===== src/rtl/aes_pkg.sv =====
// Shared types and constants for the AES-128 round sequencer.
// The state enum, the round-constant seeds and the xtime helper live here.
package aes_pkg;

  typedef enum logic [1:0] {
    ST_IDLE  = 2'd0,
    ST_ISSUE = 2'd1,
    ST_WAIT  = 2'd2,
    ST_DONE  = 2'd3
  } seq_state_t;

  localparam logic [7:0] RCON_INIT     = 8'h01;
  localparam logic [7:0] RCON_POLY     = 8'h1B;
  localparam int         AES128_ROUNDS = 10;

  // Multiply by x in GF(2^8), reduced by the AES polynomial.
  function automatic logic [7:0] xtime(input logic [7:0] b);
    return {b[6:0], 1'b0} ^ (b[7] ? RCON_POLY : 8'h00);
  endfunction

endpackage


===== src/rtl/aes_rcon_gen.sv =====
// Round-constant register for AES key expansion.
// load returns the register to the first-round constant; step advances it by one round.
module aes_rcon_gen
  import aes_pkg::*;
(
  input  logic       clock,
  input  logic       reset,
  input  logic       load,
  input  logic       step,
  output logic [7:0] rcon
);

  always_ff @(posedge clock or posedge reset) begin
    if (reset) begin
      rcon <= RCON_INIT;
    end else if (load) begin
      rcon <= RCON_INIT;
    end else if (step) begin
      rcon <= xtime(rcon);
    end
  end

endmodule


===== src/rtl/aes_round_sequencer.sv =====
// Sequences the rounds of one AES-128 block through an external round datapath.
// Each round is issued, then the sequencer waits for the datapath return, guarded by a watchdog.
module aes_round_sequencer
  import aes_pkg::*;
#(
  parameter int LAT    = 2,
  parameter int ROUNDS = AES128_ROUNDS,
  parameter int TMO    = 2
) (
  input  logic       clock,
  input  logic       reset,
  input  logic       in_valid,
  output logic       in_ready,
  output logic       rnd_issue,
  output logic       rnd_empty,
  output logic       rnd_first,
  output logic       rnd_final,
  output logic [7:0] rnd_rcon,
  input  logic       rnd_ret,
  output logic [3:0] round,
  output logic       out_capture,
  output logic       out_valid,
  input  logic       out_ready,
  output logic       err,
  output logic [1:0] dbg_state
);

  // Handshakes: a transfer happens on a rising edge where valid and ready are both 1.
  // in_valid/in_ready accept a block only in IDLE; out_valid/out_ready release it from DONE.

  localparam logic [3:0] LAST_ROUND = 4'(ROUNDS);
  localparam logic [7:0] WD_LOAD    = 8'(LAT + TMO);

  seq_state_t state_q, state_d;
  logic [3:0] round_q, round_d;
  logic [7:0] wdog_q, wdog_d;
  logic       err_q, err_d;
  logic       cap_q, cap_d;
  logic       rc_load, rc_step;
  logic [7:0] rcon;

  always_ff @(posedge clock or posedge reset) begin
    if (reset) begin
      state_q <= ST_IDLE;
      round_q <= 4'd0;
      wdog_q  <= 8'd0;
      err_q   <= 1'b0;
      cap_q   <= 1'b0;
    end else begin
      state_q <= state_d;
      round_q <= round_d;
      wdog_q  <= wdog_d;
      err_q   <= err_d;
      cap_q   <= cap_d;
    end
  end

  always_comb begin
    state_d = state_q;
    round_d = round_q;
    wdog_d  = wdog_q;
    err_d   = err_q;
    cap_d   = 1'b0;
    rc_load = 1'b0;
    rc_step = 1'b0;
    // A datapath return is only meaningful while a round is outstanding.
    if (rnd_ret && (state_q != ST_WAIT)) begin
      err_d = 1'b1;
    end
    case (state_q)
      ST_IDLE: begin
        round_d = 4'd0;
        wdog_d  = 8'd0;
        rc_load = 1'b1;
        if (in_valid) begin
          state_d = ST_ISSUE;
          round_d = 4'd1;
          wdog_d  = WD_LOAD;
        end
      end
      ST_ISSUE: begin
        state_d = ST_WAIT;
        wdog_d  = wdog_q - 8'd1;
      end
      ST_WAIT: begin
        wdog_d = wdog_q - 8'd1;
        if (rnd_ret) begin
          if (round_q == LAST_ROUND) begin
            state_d = ST_DONE;
            cap_d   = 1'b1;
            wdog_d  = 8'd0;
          end else begin
            state_d = ST_ISSUE;
            round_d = round_q + 4'd1;
            rc_step = 1'b1;
            wdog_d  = WD_LOAD;
          end
        end else if (wdog_q <= 8'd1) begin
          // Watchdog expiry drops the block.
          state_d = ST_IDLE;
          err_d   = 1'b1;
          round_d = 4'd0;
          wdog_d  = 8'd0;
          rc_load = 1'b1;
        end
      end
      ST_DONE: begin
        if (out_ready) begin
          state_d = ST_IDLE;
          round_d = 4'd0;
          rc_load = 1'b1;
        end
      end
      default: begin
        state_d = ST_IDLE;
      end
    endcase
  end

  aes_rcon_gen u_rcon (
    .clock (clock),
    .reset (reset),
    .load  (rc_load),
    .step  (rc_step),
    .rcon  (rcon)
  );

  assign in_ready    = (state_q == ST_IDLE);
  assign rnd_issue   = (state_q == ST_ISSUE);
  assign rnd_empty   = ~rnd_issue;
  assign rnd_first   = rnd_issue && (round_q == 4'd1);
  assign rnd_final   = rnd_issue && (round_q == LAST_ROUND);
  assign rnd_rcon    = rcon;
  assign round       = round_q;
  assign out_capture = cap_q;
  assign out_valid   = (state_q == ST_DONE);
  assign err         = err_q;
  assign dbg_state   = state_q;

endmodule


===== config.mk =====
export PLATFORM = sky130hd
export DESIGN_NAME = aes_round_sequencer
export DESIGN_NICKNAME = d
export VERILOG_FILES = /design/src/rtl/aes_pkg.sv /design/src/rtl/aes_rcon_gen.sv /design/src/rtl/aes_round_sequencer.sv
export SDC_FILE = /design/constraint.sdc
export NUM_CORES = 1
export LEC_CHECK = 0
export BUFFER_PORTS_ARGS = -buffer_cell sky130_fd_sc_hd__buf_2
export CAP_MARGIN = 15
export CORE_MARGIN = 1
export CORE_UTILIZATION = 54
export CTS_CLUSTER_SIZE = 24
export DETAILED_ROUTE_END_ITERATION = 8
export HOLD_SLACK_MARGIN = 0.05
export PLACE_DENSITY = 0.78
export RECOVER_POWER = 50
export SLEW_MARGIN = 20
export SYNTH_ARGS = -nofsm -noshare
export SYNTH_HDL_FRONTEND = slang
export SYNTH_HIERARCHICAL = 1
export SYNTH_SLANG_ARGS = --single-unit

===== constraint.sdc =====
create_clock -name clock -period 2.1 [get_ports clock]
set_input_delay 0.42 -clock clock [delete_from_list [all_inputs] [get_ports clock]]
set_output_delay 0.42 -clock clock [all_outputs]
set_load 0.03 [all_outputs]

==> results of run 1 <==
## synthesized netlist by cell type, drive strengths merged (2+ instances only)
library cell	n
o21ai	7
mux2i	5
o22ai	2
buf	3
nor4b	2
a21oi	8
inv	13
nand2	8
o41ai	2
a211oi	3
or2	2
o31ai	4
clkbuf	2
xnor2	6
nand2b	2
dfrtp	23
xor2	2
nor2b	5
ha	10
nor3	5
nor2	13
a211o	2
## sequential cells by signal, summed over array words and instances, names as in the netlist
name         cells
u_rcon/rcon      8
out_capture      1
dbg_state        2
wdog_q           8
err              1
round            4
## per-stage QoR
step	area, um2	util	hold slack [ps]	std cells	worst slack, ps
after floorplan	1410	-	235	141	83.1
after global placement	1580	0.642	379	196	153
after detailed placement	1580	0.642	389	196	159
after CTS	1640	0.668	391	201	58.4
after global routing	1630	0.663	410	201	3.77
final	1630	0.663	404	201	96.1
## cells in the final DEF (no fill, tap or decap), types with 2 or more instances in the layout
| cell | count |
|---|---|
| a211oi_1 | 3 |
| a21oi_1 | 7 |
| buf_2 | 16 |
| buf_4 | 4 |
| clkbuf_1 | 10 |
| clkbuf_4 | 3 |
| dfrtp_1 | 22 |
| ha_1 | 9 |
| inv_1 | 13 |
| mux2i_1 | 5 |
| nand2_1 | 8 |
| nor2_1 | 12 |
| nor2b_1 | 5 |
| nor3_1 | 3 |
| nor3_2 | 2 |
| nor4b_1 | 2 |
| o21ai_0 | 6 |
| o22ai_1 | 2 |
| o31ai_1 | 4 |
| or2_1 | 2 |
| xnor2_1 | 6 |
| xor2_1 | 2 |
## kinds of logic after synthesis
| group | Yosys count |
|---|---|
| adder cells (fa/ha/maj) | 10 |
| multiplexers | 5 |
| AND/OR/NAND/NOR | 44 |
| buffers and inverters | 18 |
| flip-flops | 24 |
| AO/OA/AOI/OAI | 32 |
| XOR/XNOR | 8 |
## cell type report
cell class | instances | area (um2) | area share
clock buffers | 3 | 22.5 | 0.0138
repair buffers | 31 | 158 | 0.0968
multi-input cells | 99 | 728 | 0.447
well taps | 30 | 37.5 | 0.0231
inverters | 13 | 48.8 | 0.0300
clock inverters | 1 | 30.0 | 0.0184
flip-flops and latches | 24 | 603 | 0.370
## routing by layer
metal  vias to the layer above  share of wire  global-route usage  wire length (um)
met4                         0          0.012               0.101                33
met3                         4          0.055              0.0259               156
met1                       546           0.45               0.311              1260
met5                         -              0                   0                 0
met2                        32           0.49               0.367              1380
li1                        553              -                   -                 -
## what timing repair did
action	in CTS	in global routing
hold buffers	1	0
endpoints found under the setup margin	0	1
gates resized for setup	0	1
buffers inserted	0	0
hold endpoints to repair	7	0
## where the power goes
group          leakage (nW)  internal (mW)  switching [mW]
sequential            0.314          0.584           0.142
combinational         0.396          0.478           0.826
clock                0.0279          0.193           0.135
## worst max-delay path, cell delays in order (launching register included)
cell and delay [ps]:
dfrtp_2 500, inv_1 100, ha_2 260, nand2_1 90, nor3_2 100, buf_2 220
## worst max-delay path by stage
stage                       startpoint        endpoint  slack [ps]  cells after the start
final                     dbg_state[1]       rnd_first         100                      5
after global routing      dbg_state[1]       rnd_first           4                      5
after CTS                 dbg_state[1]       rnd_first          60                      5
after detailed placement  dbg_state[0]  u_rcon/rcon[0]         160                      8
after global placement    dbg_state[0]  u_rcon/rcon[0]         150                      8
after floorplan           dbg_state[0]  u_rcon/rcon[0]          80                      8
==> results.toml, run 1 <==
[status]
status = "finished clean"

[synthesis]
synth_area_per_cell_um2 = 9.94
post-synth-top-area-fraction = 0.411
post-synth-top-area-cell = "dfrtp_1"
synth_nets = 156
synth_cell_type_count = 43
asyncSetResetFlopFracSynth = 1.00
synth-compound-area-share = 0.163
yosys.area_share.simple = 0.175
synth-xor-area-share = 0.0500
postSynthCellCount = 141
synth_top_flop_cell = "dfrtp_1"
yosys_register_bits = 24
synth_enable_flop_cells = 0
synth_sequential_area_ratio = 0.429
combinational_family_with_the_most_area_after_synthesis = "simple AND/OR/NAND/NOR gates"
synth-warning-count = 6
synthesis.area_um2 = 1400
synthAdderAreaFrac = 0.0893
synth.top_cells.by_area = "dfrtp_1 (41%), ha_1 (8.9%), xnor2_1 (3.8%), mux2i_1 (3.6%), inv_1 (3.5%)"
synthMuxAreaShare = 0.0357

[critical_path]
crit-reg2reg-launch = "dbg_state[0]"
critical_path.reg2reg.endpoint = "u_rcon/rcon[0]"
required_ps = 1680
timing.setup.critical_path_class = "reg -> out"
worst-r2r-setup-slack_ps = 120
r2r_cells = 8
crit_path_start_kind = "flip-flop"
worst_setup_end_kind = "primary output"
worst_ep_arrival_time_ps = 1580
critical_path.max_fanout = 8

[final_layout]
fillCellCount = 202
ant_diodes = 0
share_of_layout_cells_above_drive_strength_1 = 0.216
layout_overhead_on_the_synthesized_area_pct = 16.2
fin_nets = 187

[placement]
gp_congestion = 0.865
dp_hpwl_um = 2030
port_buffer_count = 26

[sta]
unrepaired_setup_endpoints_after_global_routing = "no"
slew_headroom = 0.586
min_period_ps = 2000
slew_viol_final = 0
finalClockSkew_ps = 12.5
setup_viol = 0
totalNegativeSetupSlack_ps = 0
post-route-period-util = 0.954
hold_viol = 0
clock.fmax_ghz = 0.499
tightestPinTransition_ps = 621

[route]
drc = 0
drt_pre_antenna_iters = 4
initialDrtViolationCount = 40
detailroute.via_count = 1135
route.detailed.vias_per_inst = 5.65
wirelength_um = 2830
drt.antenna.violating_nets = 0
average_wire_length_per_cell_after_detail_routing_um = 14.1

[pwr]
power.ir.vdd_worst_mv = 0.920
total_leakage_power_nw = 0.739
power_mw = 2.36
cellPowerDensity_nw_per_um2 = 1450

[floorplan]
core-area_um2 = 2450
dieHeight_um = 52.9
die-width_um = 52.9
floorplan_row_count = 18
die_area_um2 = 2800
initial_utilization = 0.571
ioPinCount = 27

[cts]
tritoncts_num_sinks = 24
ctsHtreeMaxLevel = 1
clockRootBuffer = "clkbuf_4"
cts_clock_pin_slew_for_the_worst_setup_and_hold_paths_ps = 140
clk_path_buf_depth = 2
cts_tree = "done"
clk-insertion-delay-late_ps = 310
cts_inserted_buffers = 3

[min_path]
worst_hold_path_depth = 2
worst_hold_path_type = "in -> reg"
holdCritStartpoint = "rnd_ret"
worst_hold_path_ep = "err"

[global_routing]
maximum_number_of_pins_on_one_net_before_global_route_repair = 17
grt_pass1_vias = 1027
global_route_overflow = 0
first_pass_grt_wire_length_um = 4610
antenna_violations_before_repair = 0
grt_use_total = 0.229

[flow_run]
drv_cap = 0
Note: power is estimated with default switching activity, not from simulation.
==> inputs of run 2 (changes only) <==
--- a/config.mk
+++ b/config.mk
@@ -13,7 +13,7 @@
 export DETAILED_ROUTE_END_ITERATION = 8
 export HOLD_SLACK_MARGIN = 0.05
 export PLACE_DENSITY = 0.78
-export RECOVER_POWER = 50
+export RECOVER_POWER = 100
 export SLEW_MARGIN = 20
 export SYNTH_ARGS = -nofsm -noshare
 export SYNTH_HDL_FRONTEND = slang
==> results.toml, run 2 (synthesized netlist as in run 1, its figures left out) <==
[status]
status = "finished clean"

[critical_path]
crit-reg2reg-launch = "dbg_state[0]"
worst_setup_end_kind = "primary output"
worst-path-buf-inv = 2
timing.setup.critical_path_class = "reg -> out"
required_ps = 1680
worst_ep_arrival_time_ps = 1590
critical_path.reg2reg.endpoint = "u_rcon/rcon[0]"
crit_family = "flip-flops"
slowest_stage_cell_on_the_critical_path = "dfrtp_2"
crit_path_cell_trace = "inv_1, ha_2, nand2_1, nor3_2, buf_2"
critical_path.max_fanout = 8
cpPeakStageDelay_ps = 490
worst-r2r-setup-slack_ps = 120
r2r_cells = 8
crit_path_start_kind = "flip-flop"

[pwr]
switching_share = 0.472
total_leakage_power_nw = 0.704
share_comb_of_total_power = 0.549
pwr-share-seq = 0.310
power_mw = 2.34
internal_power_summed_over_all_cells_mw = 1.23
power.ir.vdd_worst_mv = 0.917
share_clk_of_total_power = 0.142
cellPowerDensity_nw_per_um2 = 1450
p_sw_mw = 1.10

[flow_run]
drv_cap = 0

[final_layout]
multi_input_comb_area_um2 = 723
fillCellCount = 210
leading_cell_types_in_the_layout_fill_and_taps_excluded = "dfrtp_1 (22), clkbuf_1 (19), inv_1 (13)"
fin_nets = 187
layout.area.seq_um2 = 603
ant_diodes = 0
finish.instance_area_um2 = 1610
finish.cell_count_without_fillers = 201
layout.cells.most_common = "dfrtp_1"
share_of_layout_cells_above_drive_strength_1 = 0.158
layout_overhead_on_the_synthesized_area_pct = 14.8

[global_routing]
grt_use_total = 0.229
first_pass_grt_wire_length_um = 4610
global_route_overflow = 0
grt_pass1_vias = 1027
maximum_number_of_pins_on_one_net_before_global_route_repair = 17
antenna_violations_before_repair = 0

[floorplan]
die-width_um = 52.9
core-area_um2 = 2450
die_area_um2 = 2800
floorplan_row_count = 18
dieHeight_um = 52.9
ioPinCount = 27
initial_utilization = 0.571

[sta]
min_period_ps = 2010
unrepaired_setup_endpoints_after_global_routing = "no"
slew_headroom = 0.585
hold-worst-slack_ps = 394
tightestPinTransition_ps = 622
post-route-period-util = 0.956
finalClockSkew_ps = 13.8
clock.fmax_ghz = 0.498
setup_viol = 0
hold_viol = 0
totalNegativeSetupSlack_ps = 0
slew_viol_final = 0

[route]
drc = 0
average_wire_length_per_cell_after_detail_routing_um = 14.2
detailroute.via_count = 1137
drt_pre_antenna_iters = 4
drt.antenna.violating_nets = 0
wirelength_um = 2850
initialDrtViolationCount = 37
route.detailed.vias_per_inst = 5.66

[cts]
cts_tree = "done"
cts.repair_timing.setup_buffer_count = 0
cts_clock_pin_slew_for_the_worst_setup_and_hold_paths_ps = 140
ctsHtreeMaxLevel = 1
clk-insertion-delay-late_ps = 320
clockRootBuffer = "clkbuf_4"
tritoncts_num_sinks = 24
cts_inserted_buffers = 3
clk_path_buf_depth = 2

[placement]
placedInstanceArea_um2 = 1580
gp_congestion = 0.865
dp_hpwl_um = 2030
post-place-cells = 196
port_buffer_count = 26

[min_path]
worst_hold_path_ep = "err"
holdCritStartpoint = "rnd_ret"
worst_hold_path_depth = 2
worst_hold_path_type = "in -> reg"
## run 2: area by class of cell
type	instances	share of cell area
multi-input cells	99	0.449
flip-flops and latches	24	0.375
repair buffers	31	0.0894
inverters	13	0.0303
well taps	30	0.0233
clock inverters	1	0.0187
clock buffers	3	0.0140
## run 2: worst max path at each step
stage / startpoint / endpoint / slack (ps) / cells after the start
detailed placement: dbg_state[0] / u_rcon/rcon[0] / 160 / 8
floorplan: dbg_state[0] / u_rcon/rcon[0] / 80 / 8
global route: dbg_state[0] / u_rcon/rcon[0] / 2 / 8
global placement: dbg_state[0] / u_rcon/rcon[0] / 150 / 8
finish: dbg_state[1] / rnd_first / 90 / 5
CTS: dbg_state[1] / rnd_first / 60 / 5
## run 2: layer usage
metal  GRT usage  vias up  wire (um)
li1            -      555          -
met1       0.311      537       1280
met2       0.367       39       1370
met3      0.0259        6        146
met4       0.101        0         48
met5           0        -          0
## run 2: timing repair
item,CTS,global route
endpoints found under the hold margin,7,0
hold buffers,1,0
gates resized for setup,0,1
setup endpoints to repair,0,1
## run 2: power groups by stage
stage | combinational, mW | clock (mW) | sequential, mW
floorplan | 0.876 | 0 | 0.841
global placement | 1.26 | 0 | 0.718
detailed placement | 1.30 | 0 | 0.728
CTS | 1.31 | 0.340 | 0.721
global route | 1.42 | 0.354 | 0.744
finish | 1.28 | 0.331 | 0.724
## run 2: stage by stage
| stage | worst slack (ps) | utilization |
|---|---|---|
| floorplan | 83.1 | - |
| global placement | 153 | 0.642 |
| detailed placement | 159 | 0.642 |
| CTS | 58.4 | 0.668 |
| global route | 2.05 | 0.655 |
| finish | 92.1 | 0.655 |
==> inputs of run 3 (changes only) <==
==> constraint.sdc (replaced) <==
create_clock -name clock -period 2.1 [get_ports clock]
set_input_delay 0.105 -clock clock [delete_from_list [all_inputs] [get_ports clock]]
set_output_delay 0.105 -clock clock [all_outputs]
set_load 0.03 [all_outputs]
==> results.toml, run 3 (synthesized netlist as in run 1, its figures left out) <==
[status]
status = "finished clean"

[cts]
cts_tree = "done"
ctsHtreeMaxLevel = 1
cts_inserted_buffers = 3
clk-insertion-delay-late_ps = 320
clockRootBuffer = "clkbuf_4"
clk_path_buf_depth = 2
tritoncts_num_sinks = 24
cts_clock_pin_slew_for_the_worst_setup_and_hold_paths_ps = 140

[pwr]
power.ir.vdd_worst_mv = 0.964
cellPowerDensity_nw_per_um2 = 1470
power_mw = 2.35
total_leakage_power_nw = 0.694

[route]
average_wire_length_per_cell_after_detail_routing_um = 15.7
drc = 0
wirelength_um = 3150
initialDrtViolationCount = 52
route.detailed.vias_per_inst = 5.92
detailroute.via_count = 1190
drt.antenna.violating_nets = 0
drt_pre_antenna_iters = 4

[min_path]
worst_hold_path_type = "in -> reg"

[sta]
slew_viol_final = 0
hold_viol = 0
slew_headroom = 0.575
post-route-period-util = 0.959
min_period_ps = 2010
setup_viol = 0
finalClockSkew_ps = 2.87
tightestPinTransition_ps = 637
clock.fmax_ghz = 0.496
hold-worst-slack_ps = 88.4

[final_layout]
layout_overhead_on_the_synthesized_area_pct = 14.1
fin_nets = 187
finish.instance_area_um2 = 1600
layout.cells.most_common = "dfrtp_1"
ant_diodes = 0
share_of_layout_cells_above_drive_strength_1 = 0.129
leading_cell_types_in_the_layout_fill_and_taps_excluded = "dfrtp_1 (23), clkbuf_1 (21), inv_1 (13), nor2_1 (13), ha_1 (9)"
fillCellCount = 223

[critical_path]
worst_ep_arrival_time_ps = 2240
slowest_stage_cell_on_the_critical_path = "dfrtp_1"
required_ps = 2330
worst_setup_end_kind = "flip-flop"
cpPeakStageDelay_ps = 470
timing.setup.critical_path_class = "reg -> reg"
timing.critical_path.mode_cell = "inv_1"
critical_path.max_fanout = 11
crit_path_cell_trace = "inv_1, ha_2, inv_1, a311oi_1, buf_4, o21ai_2, o31ai_1"
crit_path_start_kind = "flip-flop"

[global_routing]
global_route_overflow = 0
antenna_violations_before_repair = 0
maximum_number_of_pins_on_one_net_before_global_route_repair = 17
grt_pass1_vias = 1070
grt_use_total = 0.247
first_pass_grt_wire_length_um = 4940

[placement]
placedInstanceArea_um2 = 1570
gp_congestion = 0.882
dp_hpwl_um = 2210
port_buffer_count = 26

[floorplan]
dieHeight_um = 52.9
initial_utilization = 0.571
core-area_um2 = 2450
die-width_um = 52.9
floorplan_row_count = 18
ioPinCount = 27
die_area_um2 = 2800

[flow_run]
drv_cap = 0
## run 3: path summary, 6_finish.rpt
| path | from | end | cells past startpoint | slack [ps] |
|---|---|---|---|---|
| hold reg to reg | err | err | 1 | 490 |
| hold / removal | rnd_ret | err | 2 | 90 |
| setup / recovery | dbg_state[0] | wdog_q[1] | 7 | 90 |
| max in group asynchronous | reset | wdog_q[3] | 3 | 1320 |
| setup reg to reg | dbg_state[0] | wdog_q[1] | 7 | 90 |
| min in group asynchronous | reset | u_rcon/rcon[1] | 3 | 240 |
## run 3: layer usage
metal | up-vias | routed length (um) | global-route usage
met5 | - | 0 | 0
met4 | 0 | 57 | 0.123
met3 | 6 | 168 | 0.0345
met2 | 49 | 1490 | 0.373
met1 | 583 | 1440 | 0.341
li1 | 552 | - | -
## run 3: layout make-up
type                       count  area, um2  area share
timing repair buffer          31        141      0.0884
clock buffer                   3       22.5      0.0141
tap                           30       37.5      0.0235
multi-input combinational     99        717       0.448
clock inverter                 1       30.0      0.0188
inverter                      13       48.8      0.0305
sequential                    24        602       0.376
## run 3: through the flow
step | cells | worst slack, ps | util | TNS (ps)
2_1_floorplan | 141 | 87.2 | - | 0
3_3_place_gp | 196 | 190 | 0.638 | 0
3_5_place_dp | 196 | 82.1 | 0.638 | 0
4_1_cts | 201 | 52.2 | 0.664 | 0
5_1_grt | 201 | -6.38 | 0.651 | -6.38
6_report | 201 | 85.9 | 0.651 | 0
## run 3: repair_timing
item / CTS / global route
setup endpoints to repair: 0 / 3
hold buffers: 1 / 0
buffers inserted: 0 / 0
hold endpoints to repair: 24 / 0
resized for setup: 0 / 1
## run 3: worst max-delay path: cells and delay by family (launching register included)
family                     cells  cell delay (ps)
buffers and inverters          3              500
adders and majority gates      1              270
AOI/OAI and AO/OA              3              680
DFF                            1              470
## run 3: power breakdown
group | switching (mW) | internal (mW) | total [mW]
clock network | 0.149 | 0.193 | 0.342
registers | 0.142 | 0.582 | 0.724
logic | 0.843 | 0.444 | 1.29
total | 1.13 | 1.22 | 2.35
